===== config.mk =====
export PLATFORM = sky130hd
export DESIGN_NAME = uart_rx_flat
export DESIGN_NICKNAME = d
export VERILOG_FILES = /design/src/rtl/uart_rx_if.sv /design/src/rtl/uart_rx.sv /design/src/flat_wrapper.sv
export SDC_FILE = /design/constraint.sdc
export NUM_CORES = 1
export LEC_CHECK = 0
export CAP_MARGIN = 15
export CORE_MARGIN = 5
export CORE_UTILIZATION = 32
export CTS_CLUSTER_DIAMETER = 50
export CTS_CLUSTER_SIZE = 16
export DETAILED_ROUTE_END_ITERATION = 7
export PLACE_DENSITY = 0.61
export SYNTH_ARGS = -nofsm -noshare
export SYNTH_HDL_FRONTEND = slang
export SYNTH_SLANG_ARGS = --single-unit

===== constraint.sdc =====
create_clock -name clk -period 2.05 [get_ports clk]
set_clock_uncertainty 0.15 [all_clocks]
set_input_delay 0.205 -clock clk [delete_from_list [all_inputs] [get_ports clk]]
set_output_delay 0.205 -clock clk [all_outputs]
set_load 0.01 [all_outputs]

===== src/rtl/uart_rx_if.sv =====
// Receive-side bus of the 8N1 UART receiver: recovered byte plus status pulses.
// master is the receiver that drives the bus; slave is the byte consumer.
interface uart_rx_if;
    logic [7:0] rx_data;
    logic       rx_valid;
    logic       rx_busy;
    logic       frame_err;

    modport master (
        output rx_data,
        output rx_valid,
        output rx_busy,
        output frame_err
    );

    modport slave (
        input rx_data,
        input rx_valid,
        input rx_busy,
        input frame_err
    );
endinterface


===== src/rtl/uart_rx.sv =====
// 8N1 UART receiver driven by an oversampled baud tick; 3-sample majority vote per bit,
// glitch-start rejection, framing-error pulse, one-cycle valid pulse per good byte.
module uart_rx #(
    parameter int unsigned OVERSAMPLE = 16
) (
    input  logic        clk,
    input  logic        rst_n,
    input  logic        baud_tick_os,
    input  logic        rx_line,
    uart_rx_if.master   bus
);

    localparam int unsigned CW = $clog2(OVERSAMPLE);
    localparam int unsigned M  = OVERSAMPLE / 2;

    localparam logic [CW-1:0] SAMPLE_A = CW'(M - 1);
    localparam logic [CW-1:0] SAMPLE_B = CW'(M);
    localparam logic [CW-1:0] SAMPLE_C = CW'(M + 1);
    localparam logic [CW-1:0] LAST_CNT = CW'(OVERSAMPLE - 1);

    localparam logic [1:0] ST_IDLE  = 2'd0;
    localparam logic [1:0] ST_START = 2'd1;
    localparam logic [1:0] ST_DATA  = 2'd2;
    localparam logic [1:0] ST_STOP  = 2'd3;

    logic          rx_meta;
    logic          rx_s;
    logic [1:0]    state;
    logic [CW-1:0] tick_cnt;
    logic [2:0]    bit_cnt;
    logic [7:0]    shift_reg;
    logic          samp_a;
    logic          samp_b;
    logic          majority;
    logic          commit;
    logic          wrap;

    logic [7:0]    rx_data;
    logic          rx_valid;
    logic          rx_busy;
    logic          frame_err;

    // Synchronizer resets to the idle line level so reset release never looks like a start edge.
    always_ff @(posedge clk or negedge rst_n) begin
        if (!rst_n) begin
            rx_meta <= 1'b1;
            rx_s    <= 1'b1;
        end else begin
            rx_meta <= rx_line;
            rx_s    <= rx_meta;
        end
    end

    // Third sample is taken live on the commit tick, so the vote uses rx_s directly.
    always_comb begin
        majority = (samp_a & samp_b) | (samp_a & rx_s) | (samp_b & rx_s);
        commit   = baud_tick_os && (tick_cnt == SAMPLE_C);
        wrap     = baud_tick_os && (tick_cnt == LAST_CNT);
    end

    always_ff @(posedge clk or negedge rst_n) begin
        if (!rst_n) begin
            state     <= ST_IDLE;
            tick_cnt  <= '0;
            bit_cnt   <= '0;
            shift_reg <= '0;
            samp_a    <= 1'b1;
            samp_b    <= 1'b1;
            rx_data   <= '0;
            rx_valid  <= 1'b0;
            rx_busy   <= 1'b0;
            frame_err <= 1'b0;
        end else begin
            rx_valid  <= 1'b0;
            frame_err <= 1'b0;

            if (baud_tick_os) begin
                if (state != ST_IDLE) begin
                    tick_cnt <= tick_cnt + 1'b1;
                    if (tick_cnt == SAMPLE_A)
                        samp_a <= rx_s;
                    if (tick_cnt == SAMPLE_B)
                        samp_b <= rx_s;
                end

                case (state)
                    ST_IDLE: begin
                        if (!rx_s) begin
                            state    <= ST_START;
                            tick_cnt <= '0;
                            rx_busy  <= 1'b1;
                        end
                    end

                    ST_START: begin
                        if (commit && majority) begin
                            state    <= ST_IDLE;
                            tick_cnt <= '0;
                            rx_busy  <= 1'b0;
                        end else if (wrap) begin
                            state   <= ST_DATA;
                            bit_cnt <= '0;
                        end
                    end

                    ST_DATA: begin
                        if (commit)
                            shift_reg <= {majority, shift_reg[7:1]};
                        if (wrap) begin
                            if (bit_cnt == 3'd7)
                                state <= ST_STOP;
                            else
                                bit_cnt <= bit_cnt + 3'd1;
                        end
                    end

                    // Return to IDLE at mid stop bit so a following start edge is caught early.
                    ST_STOP: begin
                        if (commit) begin
                            if (majority) begin
                                rx_data  <= shift_reg;
                                rx_valid <= 1'b1;
                            end else begin
                                frame_err <= 1'b1;
                            end
                            state    <= ST_IDLE;
                            tick_cnt <= '0;
                            rx_busy  <= 1'b0;
                        end
                    end

                    default: begin
                        state    <= ST_IDLE;
                        tick_cnt <= '0;
                        rx_busy  <= 1'b0;
                    end
                endcase
            end
        end
    end

    assign bus.rx_data   = rx_data;
    assign bus.rx_valid  = rx_valid;
    assign bus.rx_busy   = rx_busy;
    assign bus.frame_err = frame_err;

endmodule

===== src/flat_wrapper.sv =====
// flat-port wrapper written by rule: the top's interface ports become plain ports
module uart_rx_flat 
#(
    parameter int unsigned OVERSAMPLE = 16
)
  (clk, rst_n, baud_tick_os, rx_line, bus_rx_data, bus_rx_valid, bus_rx_busy, bus_frame_err);
  uart_rx_if bus_i ();
  input  logic clk;
  input  logic rst_n;
  input  logic baud_tick_os;
  input  logic rx_line;
  output wire logic [$bits(bus_i.rx_data)-1:0] bus_rx_data;
  output wire logic [$bits(bus_i.rx_valid)-1:0] bus_rx_valid;
  output wire logic [$bits(bus_i.rx_busy)-1:0] bus_rx_busy;
  output wire logic [$bits(bus_i.frame_err)-1:0] bus_frame_err;
  assign bus_rx_data = bus_i.rx_data;
  assign bus_rx_valid = bus_i.rx_valid;
  assign bus_rx_busy = bus_i.rx_busy;
  assign bus_frame_err = bus_i.frame_err;
  uart_rx #(.OVERSAMPLE(OVERSAMPLE)) u_core (.clk(clk), .rst_n(rst_n), .baud_tick_os(baud_tick_os), .rx_line(rx_line), .bus(bus_i));
endmodule

==> Word level (Yosys, flattened, before mapping) <==
Index checks and enable logic that the tools add are counted.
{ "op_classes": {"n_addsub": 2, "n_eq_ne": 17, "mux": 29, "bitwise_logic": 5, "reduce_logical": 14} }
{ "ops": {"columns": ["cell", "count"], "rows": [
  ["$mux 4", 4],
  ["$eq 4x4->1 const B", 3],
  ["$mux 2", 6],
  ["$mux 3", 4],
  ["$pmux 4 s3", 1],
  ["$reduce_and 6->1", 2],
  ["$mux 1", 11],
  ["$ne 2x1->1 const B", 5],
  ["$reduce_and 3->1", 3],
  ["$pmux 2 s4", 1],
  ["$ne 2x2->1 const B", 3],
  ["$pmux 3 s2", 1],
  ["$reduce_and 5->1", 1],
  ["$add 4x1->4 const B", 1],
  ["$eq 2x2->1 const B", 2],
  ["$eq 4x3->1 const B", 1],
  ["$reduce_and 4->1", 1],
  ["$reduce_bool 2->1", 2],
  ["$add 3x1->3 const B", 1],
  ["$and 1x1->1", 3],
  ["$eq 3x3->1 const B", 1],
  ["$logic_and 1x1->1", 3],
  ["$ne 3x1->1 const B", 1],
  ["$pmux 1 s3", 1],
  ["4 further kinds", 5]
]} }
{ "totals": {"ff_bits": 32, "in_bits": 4, "out_inout_bits": 11} }

==> Logic depth before layout (Yosys ltp) <==
{ "logic_depth": {"depth_word": 7, "ltp_mapped": 7, "ltp_nobuf": 6} }

==> Worst setup path before layout <==
OpenSTA, ideal clock, no wires.
{ "synth_path": {"kind": "flip-flop to flip-flop", "from": "register u_core.tick_cnt[1]", "to": "register u_core.rx_busy, in the netlist u_core.bus.rx_busy", "setup_time_ns": 0.125, "t_arrival_ns": 1.598, "path_slack_ns": 0.177, "path_stages_with_launch": 8, "cell_sequence": "dfrtp_1 -> inv_1 -> ha_1 -> and4b_1 -> buf_6 -> nand2_4 -> a211oi_4 -> mux2_4"} }
{ "synth_between": {"elab_chain_len": 5, "word_cells_on_any_way": 6, "cone_classes": "3 x eq/ne; 3 x reduce/logical"} }
{ "synth_lines": {"columns": ["element", "line_no", "rtl"], "rows": [
  ["from (decl)", "uart_rx.sv:29", "logic [CW-1:0] tick_cnt;"],
  ["from (signal assigned)", "uart_rx.sv:79", "tick_cnt <= tick_cnt + 1'b1;"],
  ["$eq 4x4->1 *", "uart_rx.sv:57", "commit = baud_tick_os && (tick_cnt == SAMPLE_C);"],
  ["$logic_and 1x1->1 *", "uart_rx.sv:57", null],
  ["$logic_and 1x1->1", "uart_rx.sv:96", "if (commit && majority) begin"],
  ["$ne 2x1->1 (no line)", null, null],
  ["$reduce_and 5->1 (no line) *", null, null],
  ["to (signal assigned)", "uart_rx.sv:71", "rx_busy <= 1'b0;"],
  ["to (signal assigned)", "uart_rx.sv:91", "rx_busy <= 1'b1;"],
  ["to (signal assigned)", "uart_rx.sv:99", "rx_busy <= 1'b0;"],
  ["to (decl)", "uart_rx.sv:40", "logic rx_busy;"]
]} }
Every way passes the cells marked *; elsewhere a longest branch is shown, timed or not.
A chain may end at the register's enable or synchronous reset.

==> Final worst setup path <==
{ "layout_path": {"from": "register u_core.tick_cnt[0]", "to": "register u_core.shift_reg[3]"} }
{ "layout_between": {"elab_chain_len": 3} }
{ "layout_lines": {"columns": ["element", "line_no", "rtl"], "rows": [
  ["$eq 4x4->1", "uart_rx.sv:57", null],
  ["$logic_and 1x1->1", "uart_rx.sv:57", null],
  ["$reduce_and 3->1 (no line)", null, null],
  ["to (signal assigned)", "uart_rx.sv:108", "shift_reg <= {majority, shift_reg[7:1]};"],
  ["to (decl)", "uart_rx.sv:31", "logic [7:0] shift_reg;"]
]} }
No other way between the ends.

==> results.md <==
- Post-synthesis mux area share: 0.164
- Max Root-Sink Buffers: 2
- Cts bufs inserted: 5
- Power per cell area: 957 mW/mm²
- Placed insts: 210
- GR peak layer: met2
- CP endpoint kind: flip-flop
- DPL Wire Length: 2300 µm
- H-tree depth: 2
- Total power: 1.88 mW
- DR pass1 iterations: 4
- Total Routed Length: 3120 µm
- CTS tree: yes
- Fillers: 470
- Ys async rst share: 1.00
- YS warnings: 0
- CP bufs+invs: 1
- Port Buffer Count: 14
- Reg2reg setup slack: 0.08 ns
- Vias in the first global route: 1135
- Boundary pin count: 15
- Largest net degree at the start of global routing: 33
- Worst vdd ir: 0.473 mV
- Largest family of logic cells by synthesized area: multiplexers
- Outcome: completed
- Cell family with most CP delay: simple AND/OR/NAND/NOR gates
- Mean routed wirelength per cell: 14.3 µm
- Nets: 164
- WS Path Type: reg2reg
- 1st-iter DRT viols: 102
- Minimum clock period: 1.97 ns
- Via count: 1030
- Non-Filler Instances: 219
- Number of flops mapped to enable cells by yosys: 0
- Critical path's slowest cell: dfrtp_1
- Main flop type after synthesis: dfrtp_1
- Routability cong.: 0.809
- Syn nets: 136
- Final Hold Violating Endpoints: 0
- Slew headroom: 0.734
- RSZ-0062 raised after global routing: false
- Met1 GRT Util: 0.129
- Tot GR Track Use: 0.115
- DRC viols: 0
- CP arrival: 2.00 ns
- Vias per inst: 4.70
- Share of layout cells above drive strength 1: 0.349
- Synth Area in Simple Gates: 0.107
- Slew @ Worst Pin: 0.399 ns
- Die height: 80.2 µm
- Period utilization: 0.960
- CTS root buf: clkbuf_8
- Die width: 80.2 µm
- First-pass GRT wire length: 5490 µm
- Grt ovf: 0
- Antenna Cells: 0
- Initial antenna violation count: 0
- Final Max Tran Viols: 0
- Die Area: 0.00643 mm²
- Crit path max fanout: 8
- Synth-to-layout area growth: 24.3%
- Hold Path Class: in2async
- Initial core utilization: 0.332
- Maxcap violations: 0
- Clock Sinks: 32
- CP Launch Type: flip-flop
- Crit path cell chain: ha_1, and4b_2, buf_4, nand2_2, mux2_2
- Avg Inst Size Synth: 12.8 µm²
- Worst path max stage delay: 0.44 ns
- Clk_lat worst skew: 0.29 ns
- Post-Synth Adder-Cell Area: 0.0778
- Core area: 0.00475 mm²
- Synth Instances: 123
- Post-route ant nets: 0
- P_leak: 0.944 nW
- Register area share after synthesis: 0.511
- #FFs+latches synth: 32
- Post-Synth XOR/XNOR Area: 0.0111
- Synth Area in Compound Gates: 0.0921
- Netlist cell types: 39
- Maximum clock frequency: 508 MHz
- Final setup violation count: 0
- Met3 Use GR: 0.0415
- CTS clk-pin slew, worst paths: 0.07 ns
- Met2 Use GR: 0.187
- Critical path data required time: 2.08 ns
- Mapped Area: 0.00158 mm²
- Row count: 25
[per-layer routing]
layer,part of all wire,up-vias
li1,-,491
met3,0.049,8
met4,0.026,0
met2,0.49,18
met1,0.43,513
met5,0,-
[stage by stage]
stage / utilization / setup WS [ns] / area [µm²] / hold slack (ns) / setup TNS, ns
final: 0.412 / 0.0821 / 1960 / 0.146 / 0
after global routing: 0.412 / 0.000324 / 1960 / 0.162 / 0
after CTS: 0.407 / 0.0284 / 1940 / 0.161 / 0
after detailed placement: 0.389 / -0.0470 / 1850 / 0.197 / -0.107
after global placement: 0.389 / -0.0123 / 1850 / 0.197 / -0.0123
after floorplan: - / 0.177 / 1580 / -0.241 / 0
[cells in the final DEF (no fill, tap or decap), drive strengths merged, types with 2 or more instances in the layout]
cell type / count
dfrtp: 28
mux2: 20
clkdlybuf4s50: 14
inv: 10
buf: 10
ha: 9
nand2: 7
nor2: 5
clkbuf: 5
o21ai: 4
dfstp: 4
nand4: 3
mux2i: 3
nand4b: 3
clkinv: 3
a21oi: 2
a21o: 2
nor2b: 2
a211oi: 2
[cell type report]
class                      instances  area, µm²  share of cell area
clock inverter                     3       18.8             0.00958
sequential                        32        806               0.411
timing repair buffer              24        215               0.110
clock buffer                       5       68.8              0.0351
multi-input combinational         78        729               0.372
tap                               67       83.8              0.0428
inverter                          10       37.5              0.0192
[cells in the mapped netlist (2+ instances only)]
library cell	n	area share
a21oi_1	2	0.0063
o21ai_0	4	0.013
a21o_1	2	0.0095
nand2_1	5	0.012
nor2b_1	2	0.0079
mux2i_1	3	0.019
nor2_1	5	0.012
dfrtp_1	28	0.44
nand4_1	3	0.012
dfstp_2	4	0.067
nand4b_1	2	0.011
mux2_2	19	0.14
inv_1	10	0.024
ha_1	9	0.071
[power breakdown]
part	internal (mW)	switching [mW]
clock	0.236	0.245
sequential	0.718	0.0833
combinational	0.291	0.302
total	1.24	0.630
[what timing repair did]
| action | CTS | global route |
|---|---|---|
| hold buffers | 0 | 0 |
| resized for setup | 0 | 4 |
| buffers inserted | 0 | 1 |
| endpoints found under the setup margin | 0 | 20 |
[path summary, 6_finish.rpt]
| check | depth (start not counted) | startpoint | to |
|---|---|---|---|
| worst max register to register | 5 | u_core.tick_cnt[0]$_DFFE_PN0P_ | u_core.shift_reg[3]$_DFFE_PN0P_ |
| min in group clk | 1 | rx_line | u_core.rx_meta$_DFF_PN1_ |
| worst min register to register | 0 | u_core.rx_meta$_DFF_PN1_ | u_core.rx_s$_DFF_PN1_ |
| worst max-delay path | 5 | u_core.tick_cnt[0]$_DFFE_PN0P_ | u_core.shift_reg[3]$_DFFE_PN0P_ |
| max in group asynchronous | 2 | rst_n | u_core.rx_meta$_DFF_PN1_ |
| worst min-delay path | 2 | rst_n | u_core.tick_cnt[0]$_DFFE_PN0P_ |
[cells by family after synthesis]
kind of cell / Yosys count
compound gates: 18
xor+xnor: 2
mux: 23
fa+ha+maj: 10
flops: 32
buf+inv: 13
simple gates: 25
No activity file was read; power rests on OpenSTA's default activity.
